## src/rtl/uart_tx_scheduler_if.sv

```systemverilog
// Bundles the requester handshake and UART-side signals of uart_tx_scheduler.
// The scheduler is the slave; whatever drives requests and models the UART is the master.
interface uart_tx_scheduler_if #(
    parameter int unsigned WORD_BYTES = 4
);
    logic [1:0]              req;
    logic [WORD_BYTES*8-1:0] data0;
    logic [WORD_BYTES*8-1:0] data1;
    logic [1:0]              ack;
    logic [7:0]              tx;
    logic                    txce;
    logic                    is_transmitting;
    logic                    is_receiving;
    logic                    busy;
    logic                    timeout_err;

    modport slave (
        input  req, data0, data1, is_transmitting, is_receiving,
        output ack, tx, txce, busy, timeout_err
    );

    modport master (
        output req, data0, data1, is_transmitting, is_receiving,
        input  ack, tx, txce, busy, timeout_err
    );
endinterface

```

## src/rtl/uart_tx_scheduler.sv

```systemverilog
// Round-robin sharing of one UART transmitter between two word-wide requesters.
// Each grant sends a tag byte followed by the data word, MSB byte first.
module uart_tx_scheduler #(
    parameter int unsigned WORD_BYTES    = 4,
    parameter logic [7:0]  TAG0          = 8'hA5,
    parameter logic [7:0]  TAG1          = 8'h5A,
    parameter int unsigned START_TIMEOUT = 16
) (
    input logic clock,
    input logic reset,
    uart_tx_scheduler_if.slave bus
);
    localparam int unsigned FRAME_BITS = (WORD_BYTES + 1) * 8;
    localparam int unsigned REM_W      = $clog2(WORD_BYTES + 2);
    localparam int unsigned TO_W       = $clog2(START_TIMEOUT + 1);
    localparam logic [REM_W-1:0] FRAME_BYTES = REM_W'(WORD_BYTES + 1);
    localparam logic [REM_W-1:0] LAST_BYTE   = REM_W'(1);
    localparam logic [TO_W-1:0]  TO_LAST     = TO_W'(START_TIMEOUT - 1);

    typedef enum logic [2:0] {
        IDLE,
        ISSUE,
        WAIT_START,
        WAIT_DONE,
        DONE
    } state_t;

    state_t                r_state;
    logic [FRAME_BITS-1:0] r_shift;
    logic [REM_W-1:0]      r_remaining;
    logic [TO_W-1:0]       r_timeoutCnt;
    logic                  r_lastGrant;
    logic                  r_granted;
    logic [1:0]            r_ack;
    logic [7:0]            r_tx;
    logic                  r_txce;
    logic                  r_timeoutErr;

    logic                  w_grantIdx;

    // Two simultaneous requests go to whoever was not served last.
    always_comb begin
        w_grantIdx = 1'b0;
        case (bus.req)
            2'b10:   w_grantIdx = 1'b1;
            2'b11:   w_grantIdx = ~r_lastGrant;
            default: w_grantIdx = 1'b0;
        endcase
    end

    always_ff @(posedge clock or posedge reset) begin
        if (reset) begin
            r_state      <= IDLE;
            r_shift      <= '0;
            r_remaining  <= '0;
            r_timeoutCnt <= '0;
            r_lastGrant  <= 1'b1;
            r_granted    <= 1'b0;
            r_ack        <= 2'b00;
            r_tx         <= 8'h00;
            r_txce       <= 1'b0;
            r_timeoutErr <= 1'b0;
        end else begin
            r_txce       <= 1'b0;
            r_ack        <= 2'b00;
            r_timeoutErr <= 1'b0;
            case (r_state)
                IDLE: begin
                    // While ack is still visible the requester has not yet dropped req.
                    if ((bus.req != 2'b00) && (r_ack == 2'b00)) begin
                        r_granted   <= w_grantIdx;
                        r_lastGrant <= w_grantIdx;
                        r_shift     <= w_grantIdx ? {TAG1, bus.data1} : {TAG0, bus.data0};
                        r_remaining <= FRAME_BYTES;
                        r_state     <= ISSUE;
                    end
                end
                ISSUE: begin
                    if (!bus.is_receiving) begin
                        r_tx         <= r_shift[FRAME_BITS-1 -: 8];
                        r_shift      <= r_shift << 8;
                        r_txce       <= 1'b1;
                        r_timeoutCnt <= '0;
                        r_state      <= WAIT_START;
                    end
                end
                WAIT_START: begin
                    // A byte that never starts aborts the frame; the held req retries it from the tag.
                    if (bus.is_transmitting) begin
                        r_state <= WAIT_DONE;
                    end else if (r_timeoutCnt == TO_LAST) begin
                        r_timeoutErr <= 1'b1;
                        r_state      <= IDLE;
                    end else begin
                        r_timeoutCnt <= r_timeoutCnt + 1'b1;
                    end
                end
                WAIT_DONE: begin
                    if (!bus.is_transmitting) begin
                        r_remaining <= r_remaining - 1'b1;
                        r_state     <= (r_remaining == LAST_BYTE) ? DONE : ISSUE;
                    end
                end
                DONE: begin
                    r_ack[r_granted] <= 1'b1;
                    r_state          <= IDLE;
                end
                default: r_state <= IDLE;
            endcase
        end
    end

    assign bus.ack         = r_ack;
    assign bus.tx          = r_tx;
    assign bus.txce        = r_txce;
    assign bus.timeout_err = r_timeoutErr;
    assign bus.busy        = (r_state != IDLE);

endmodule
```

## src/flat_wrapper.sv

```systemverilog
// flat-port wrapper written by rule: the top's interface ports become plain ports
module uart_tx_scheduler_flat 
#(
    parameter int unsigned WORD_BYTES    = 4,
    parameter logic [7:0]  TAG0          = 8'hA5,
    parameter logic [7:0]  TAG1          = 8'h5A,
    parameter int unsigned START_TIMEOUT = 16
)
  (clock, reset, bus_req, bus_data0, bus_data1, bus_is_transmitting, bus_is_receiving, bus_ack, bus_tx, bus_txce, bus_busy, bus_timeout_err);
  uart_tx_scheduler_if #(.WORD_BYTES(WORD_BYTES)) bus_i ();
  input logic clock;
  input logic reset;
  input wire logic [$bits(bus_i.req)-1:0] bus_req;
  input wire logic [$bits(bus_i.data0)-1:0] bus_data0;
  input wire logic [$bits(bus_i.data1)-1:0] bus_data1;
  input wire logic [$bits(bus_i.is_transmitting)-1:0] bus_is_transmitting;
  input wire logic [$bits(bus_i.is_receiving)-1:0] bus_is_receiving;
  output wire logic [$bits(bus_i.ack)-1:0] bus_ack;
  output wire logic [$bits(bus_i.tx)-1:0] bus_tx;
  output wire logic [$bits(bus_i.txce)-1:0] bus_txce;
  output wire logic [$bits(bus_i.busy)-1:0] bus_busy;
  output wire logic [$bits(bus_i.timeout_err)-1:0] bus_timeout_err;
  assign bus_i.req = bus_req;
  assign bus_i.data0 = bus_data0;
  assign bus_i.data1 = bus_data1;
  assign bus_i.is_transmitting = bus_is_transmitting;
  assign bus_i.is_receiving = bus_is_receiving;
  assign bus_ack = bus_i.ack;
  assign bus_tx = bus_i.tx;
  assign bus_txce = bus_i.txce;
  assign bus_busy = bus_i.busy;
  assign bus_timeout_err = bus_i.timeout_err;
  uart_tx_scheduler #(.WORD_BYTES(WORD_BYTES), .TAG0(TAG0), .TAG1(TAG1), .START_TIMEOUT(START_TIMEOUT)) u_core (.clock(clock), .reset(reset), .bus(bus_i));
endmodule
```

## config.mk

```make
export PLATFORM = sky130hd
export DESIGN_NAME = uart_tx_scheduler_flat
export DESIGN_NICKNAME = d
export VERILOG_FILES = /design/src/rtl/uart_tx_scheduler_if.sv /design/src/rtl/uart_tx_scheduler.sv /design/src/flat_wrapper.sv
export SDC_FILE = /design/constraint.sdc
export NUM_CORES = 1
export LEC_CHECK = 0
export CORE_ASPECT_RATIO = 0.6
export CORE_UTILIZATION = 53
export DETAILED_ROUTE_END_ITERATION = 10
export PLACE_DENSITY = 0.94
export SETUP_SLACK_MARGIN = 0.3
export SYNTH_ARGS = -nofsm -noshare
export SYNTH_HDL_FRONTEND = slang
export SYNTH_SLANG_ARGS = --single-unit
```

## constraint.sdc

```tcl
create_clock -name clock -period 4.67 [get_ports clock]
set_input_delay 0.934 -clock clock [delete_from_list [all_inputs] [get_ports clock]]
set_output_delay 0.934 -clock clock [all_outputs]
set_load 0.05 [all_outputs]
```

---- Word level (Yosys, flattened, before mapping) ----
Cells that the tools add are included.
cells by class
  add/subtract/negate cells ............... 2
  muxes and demuxes ....................... 27
  equality and inequality tests ........... 14
  bitwise logic cells ..................... 2
  reduce and logical (&&, ||, !) cells .... 15
  $lt $le $gt $ge ......................... 2
operators by type and width
  operator                                                            number
  40-bit 2-to-1 mux                                                   3
  40-bit one-hot mux with 2 select lines                              1
  3-bit 2-to-1 mux                                                    8
  5-bit 2-to-1 mux                                                    3
  3-bit one-hot mux with 4 select lines                               1
  5-bit one-hot mux with 2 select lines                               1
  2-bit != test, second input constant                                4
  4-bit AND reduction                                                 2
  2-bit nonzero test                                                  4
  3-bit by 1-bit == test with 1-bit output, second input constant     2
  3-bit by 2-bit == test with 1-bit output, second input constant     2
  1-bit 2-to-1 mux                                                    6
  3-bit one-hot mux with 2 select lines                               1
  3-bit AND reduction                                                 2
  5-bit by 1-bit adder with 5-bit output, second input constant       1
  5-bit by 4-bit == test with 1-bit output, second input constant     1
  2-bit == test, second input constant                                2
  2-bit AND reduction                                                 2
  3-bit == test, second input constant                                1
  3-bit zero test                                                     1
  3-bit by 2-bit != test with 1-bit output, second input constant     1
  3-bit nonzero test                                                  1
  3-bit by 1-bit subtractor with 3-bit output, second input constant  1
  1-bit logical AND                                                   2
  other kinds (8)                                                     9
storage, ports and cells
  flip-flop bits (word level) ............. 65
  output and inout bits ................... 13

---- Depth between registers and ports, before layout ----
  depth in word-level cells ............... 5
  mapped depth ............................ 7
  gate-level depth less buffers ........... 7

---- Worst setup path after synthesis ----
OpenSTA, ideal clock, no wires.
  kind .................................... input to register
  start ................................... input bus_is_transmitting
  end ..................................... register u_core.r_timeoutCnt[1]
  setup time .............................. 125 ps
  data arrival time ....................... 1976 ps
  setup slack ............................. 2569 ps
  path buffers ............................ 0
  stages .................................. 4
  cell sequence ........................... or4b_4 -> nand2b_4 -> o21ai_4 -> mux2_4
between the ends
  longest elaborated chain between the ends .. 2
RTL lines
  element                        RTL line                 source
  start, declared                flat_wrapper.sv:16       input wire logic [$bits(bus_i.is_transmitting)-1:0] bus_is_transmitting;
  2-bit != test (no line)        n/a
  4-bit AND reduction (no line)  n/a
  end signal, assigned           uart_tx_scheduler.sv:95  r_timeoutCnt <= r_timeoutCnt + 1'b1;
  end, declared                  uart_tx_scheduler.sv:31  logic [TO_W-1:0] r_timeoutCnt;
Every way passes these cells.
A chain may end at the register's enable or synchronous reset.

---- Final worst setup path ----
  start ................................... register u_core.r_state[0]
  end ..................................... output bus_busy
between the ends
  longest elaborated chain between the ends .. 1
RTL lines
  element                 RTL line                  source
  start, declared         uart_tx_scheduler.sv:28   state_t r_state;
  start signal, assigned  uart_tx_scheduler.sv:101  r_state <= (r_remaining == LAST_BYTE) ? DONE : ISSUE;
  3-bit nonzero test      uart_tx_scheduler.sv:117  assign bus.busy = (r_state != IDLE);
  end, declared           flat_wrapper.sv:21        output wire logic [$bits(bus_i.busy)-1:0] bus_busy;
Every way passes these cells.

==> results.toml <==
[outcome]
outcome = "finished, final reports clean"

[synth]
yosysWarnings = 0
syn_area_sq_um = 3250
syn-num-nets = 406
yosys.area.top_type = "dfrtp_1"
synthDistinctLibCells = 41
yosysTopAreaCellShare = 0.492
synthCells = 332
synth-seq-cells = 65
synthTopCellsByArea = "dfrtp_1 (49%), nand2_1 (7.7%), o2bb2ai_1 (6.5%)"
syn_area_per_cell_sq_um = 9.80
seq_area_frac_synth = 0.500

[grt]
grt_pass1_vias = 2666
antenna_found_initial = 0
grt_pass1_wl_um = 13100
overflow = 0
grt_use_total = 0.270
grt_max_degree = 81

[drt]
wl_per_cell_um = 16.4
via_per_inst = 5.65
vias = 2770
drc = 0
drt_first_pass_iters = 5
drt_iter0_drc = 199
drt_wl_total_um = 8040
antenna_left = 0

[floorplanning]
dieArea_sq_um = 6470
io_pins = 83
start_util = 0.566
die_w_um = 103
dieHeight_um = 62.7
core_area_sq_um = 5750
core.rowCount = 21

[cells_and_area]
seqCellArea_sq_um = 1630
drive_gt1_frac = 0.107
fill_cells = 363
nNetsFinal = 479
diodes = 0
multiInputGateArea_sq_um = 1490
area_growth_pct = 33.4
final_cells = 490

[power]
switchingPower_uw = 1100
p_leak_uw = 0.00190
swShare = 0.398
internal_power_uw = 1670
pwr-share-clk = 0.209
power_frac_comb = 0.440
powerDensity_nw_per_um2 = 638
vdd_drop_max_uv = 352
seqPwrFrac = 0.350
finalPower_uw = 2770

[critical_path]
end_kind = "primary output"
cp.arrival_ps = 2200
cp-start-kind = "register"
crit_fanout = 16
path_class = "reg -> out"
cp.required_ps = 3740

[clock_tree]
cts_setup_buffers = 0
cts_root_buffer = "clkbuf_8"
cts_made_buffers = 9
ctsHoldBuffers = 0
post_cts_resized = 0
clkTransAtPathRegs_ps = 60
numClockSinks = 65
clock_path_buffers = 2
clk_latency_ps = 340
cts_tree = "done"
htree_levels = 3

[sta]
fmax_mhz = 319
hold_viol_final = 0
finClkSkew_ps = 6.31
final-setup-viol-count = 0
fin_crit_sh = 0.672
fin_setup_tns_ps = 0
grt_setup_unrepaired = "no"
slew_violations = 0
worstMarginPinSlew_ps = 1170
period_needed_ps = 3140
maxSlewHeadroom = 0.215

[run]
maxCapViolations = 0

[placed_design]
place_congestion = 0.823
dp_hpwl_um = 5630
dp_cells = 474
numPortBuffers = 82

[min_path]
hold_class = "reg -> reg"
## cell usage after synthesis, drive strengths merged
| library cell | number |
|---|---|
| nand3 | 5 |
| a211oi | 2 |
| inv | 8 |
| or4b | 1 |
| and3b | 1 |
| o31ai | 8 |
| buf | 15 |
| o2bb2ai | 24 |
| a31oi | 1 |
| nor3b | 2 |
| xnor2 | 2 |
| or3b | 1 |
| o21ai | 38 |
| nand2 | 68 |
| mux2 | 11 |
| nor3 | 2 |
| a21boi | 1 |
| mux2i | 9 |
| a21o | 4 |
| and3 | 4 |
| clkbuf | 9 |
| dfstp | 1 |
| and4bb | 1 |
| nor4b | 2 |
| nor4 | 1 |
| a21oi | 31 |
| nor2 | 8 |
| nand2b | 2 |
| ha | 4 |
| dfrtp | 64 |
| or2 | 1 |
| a21bo | 1 |
## worst max-delay path, cell delays in order, from the launching register on
cell             delay, ps
dfrtp_1                550
nor3_1                 520
inv_1                   80
clkdlybuf4s50_1        710
## metal layers
layer / GRT usage / share of wire
met1: 0.377 / 0.46
met2: 0.403 / 0.46
met3: 0.0884 / 0.063
met4: 0.0757 / 0.020
met5: 0 / 0
## metrics by stage
stage                     hold WS [ps]  instance area (sq um)  utilization  worst slack, ps
after floorplan                    424                   3250            -             2110
after global placement             436                   4100        0.712             1770
after detailed placement           443                   4100        0.712             1700
after CTS                          453                   4340        0.754             1520
after global routing               490                   4340        0.754             1430
final                              455                   4340        0.754             1530
## kinds of logic (layout without fill, tap and decap cells)
logic type               after synthesis  after routing  share of synthesized area
XOR/XNOR                               2              2                    0.00538
buffers and inverters                 32            110                     0.0484
flip-flops                            65             65                      0.500
AND/OR/NAND/NOR                       99             99                      0.149
AO/OA/AOI/OAI                        110            110                      0.214
adder cells (fa/ha/maj)                4              4                     0.0154
multiplexers                          20             20                     0.0681
## cell type report
class | instances | share of cell area
Inverter | 8 | 0.00692
Sequential cell | 65 | 0.375
Timing Repair Buffer | 86 | 0.196
Multi-Input combinational cell | 235 | 0.343
Clock inverter | 5 | 0.0236
Tap cell | 80 | 0.0231
Clock buffer | 11 | 0.0326
## final timing paths
| path | slack (ps) | to | depth (start not counted) | start |
|---|---|---|---|---|
| worst max-delay path | 1530 | bus_busy | 3 | u_core.r_state[0] |
| min in group asynchronous | 1010 | u_core.bus.timeout_err | 2 | reset |
| max in group asynchronous | 2800 | u_core.r_shift[20] | 3 | reset |
| worst min-delay path | 460 | u_core.bus.ack[0] | 1 | u_core.r_granted |
| worst max register to register | 2370 | u_core.r_timeoutCnt[4] | 3 | u_core.r_state[0] |
| worst min register to register | 460 | u_core.bus.ack[0] | 1 | u_core.r_granted |
## sequential cells by signal (all words and copies together), names as in the netlist
signal and cells:
u_core.r_granted 1, u_core.bus.tx 8, u_core.r_state 3, u_core.r_lastGrant 1, u_core.bus.timeout_err 1, u_core.bus.txce 1
u_core.r_timeoutCnt 5, u_core.r_shift 40, u_core.bus.ack 2, u_core.r_remaining 3
## cell usage in the layout (no fill, tap or decap), types with 2 or more instances in the layout
master,netlist,final
a211oi_1,2,2
a21o_1,4,4
a21oi_1,31,31
and3_1,4,4
buf_4,0,4
bufinv_16,0,3
clkbuf_8,0,10
clkdlybuf4s50_1,0,82
dfrtp_1,64,64
ha_1,4,4
inv_1,8,7
mux2_2,9,9
mux2_4,2,2
mux2i_1,9,9
nand2_1,67,67
nand3_1,5,5
nor2_1,8,8
o21ai_0,5,5
o21ai_1,32,32
o2bb2ai_1,24,24
o31ai_1,8,8
xnor2_1,2,2
## power groups by stage
stage          combinational, uW  clock, uW  sequential [uW]
2_1_floorplan                838          0             1030
3_3_place_gp                1150          0              958
3_5_place_dp                1210          0              973
4_1_cts                     1220        583              968
5_1_grt                     1350        614              998
6_report                    1220        580              971
No activity file was read; power rests on OpenSTA's default activity.
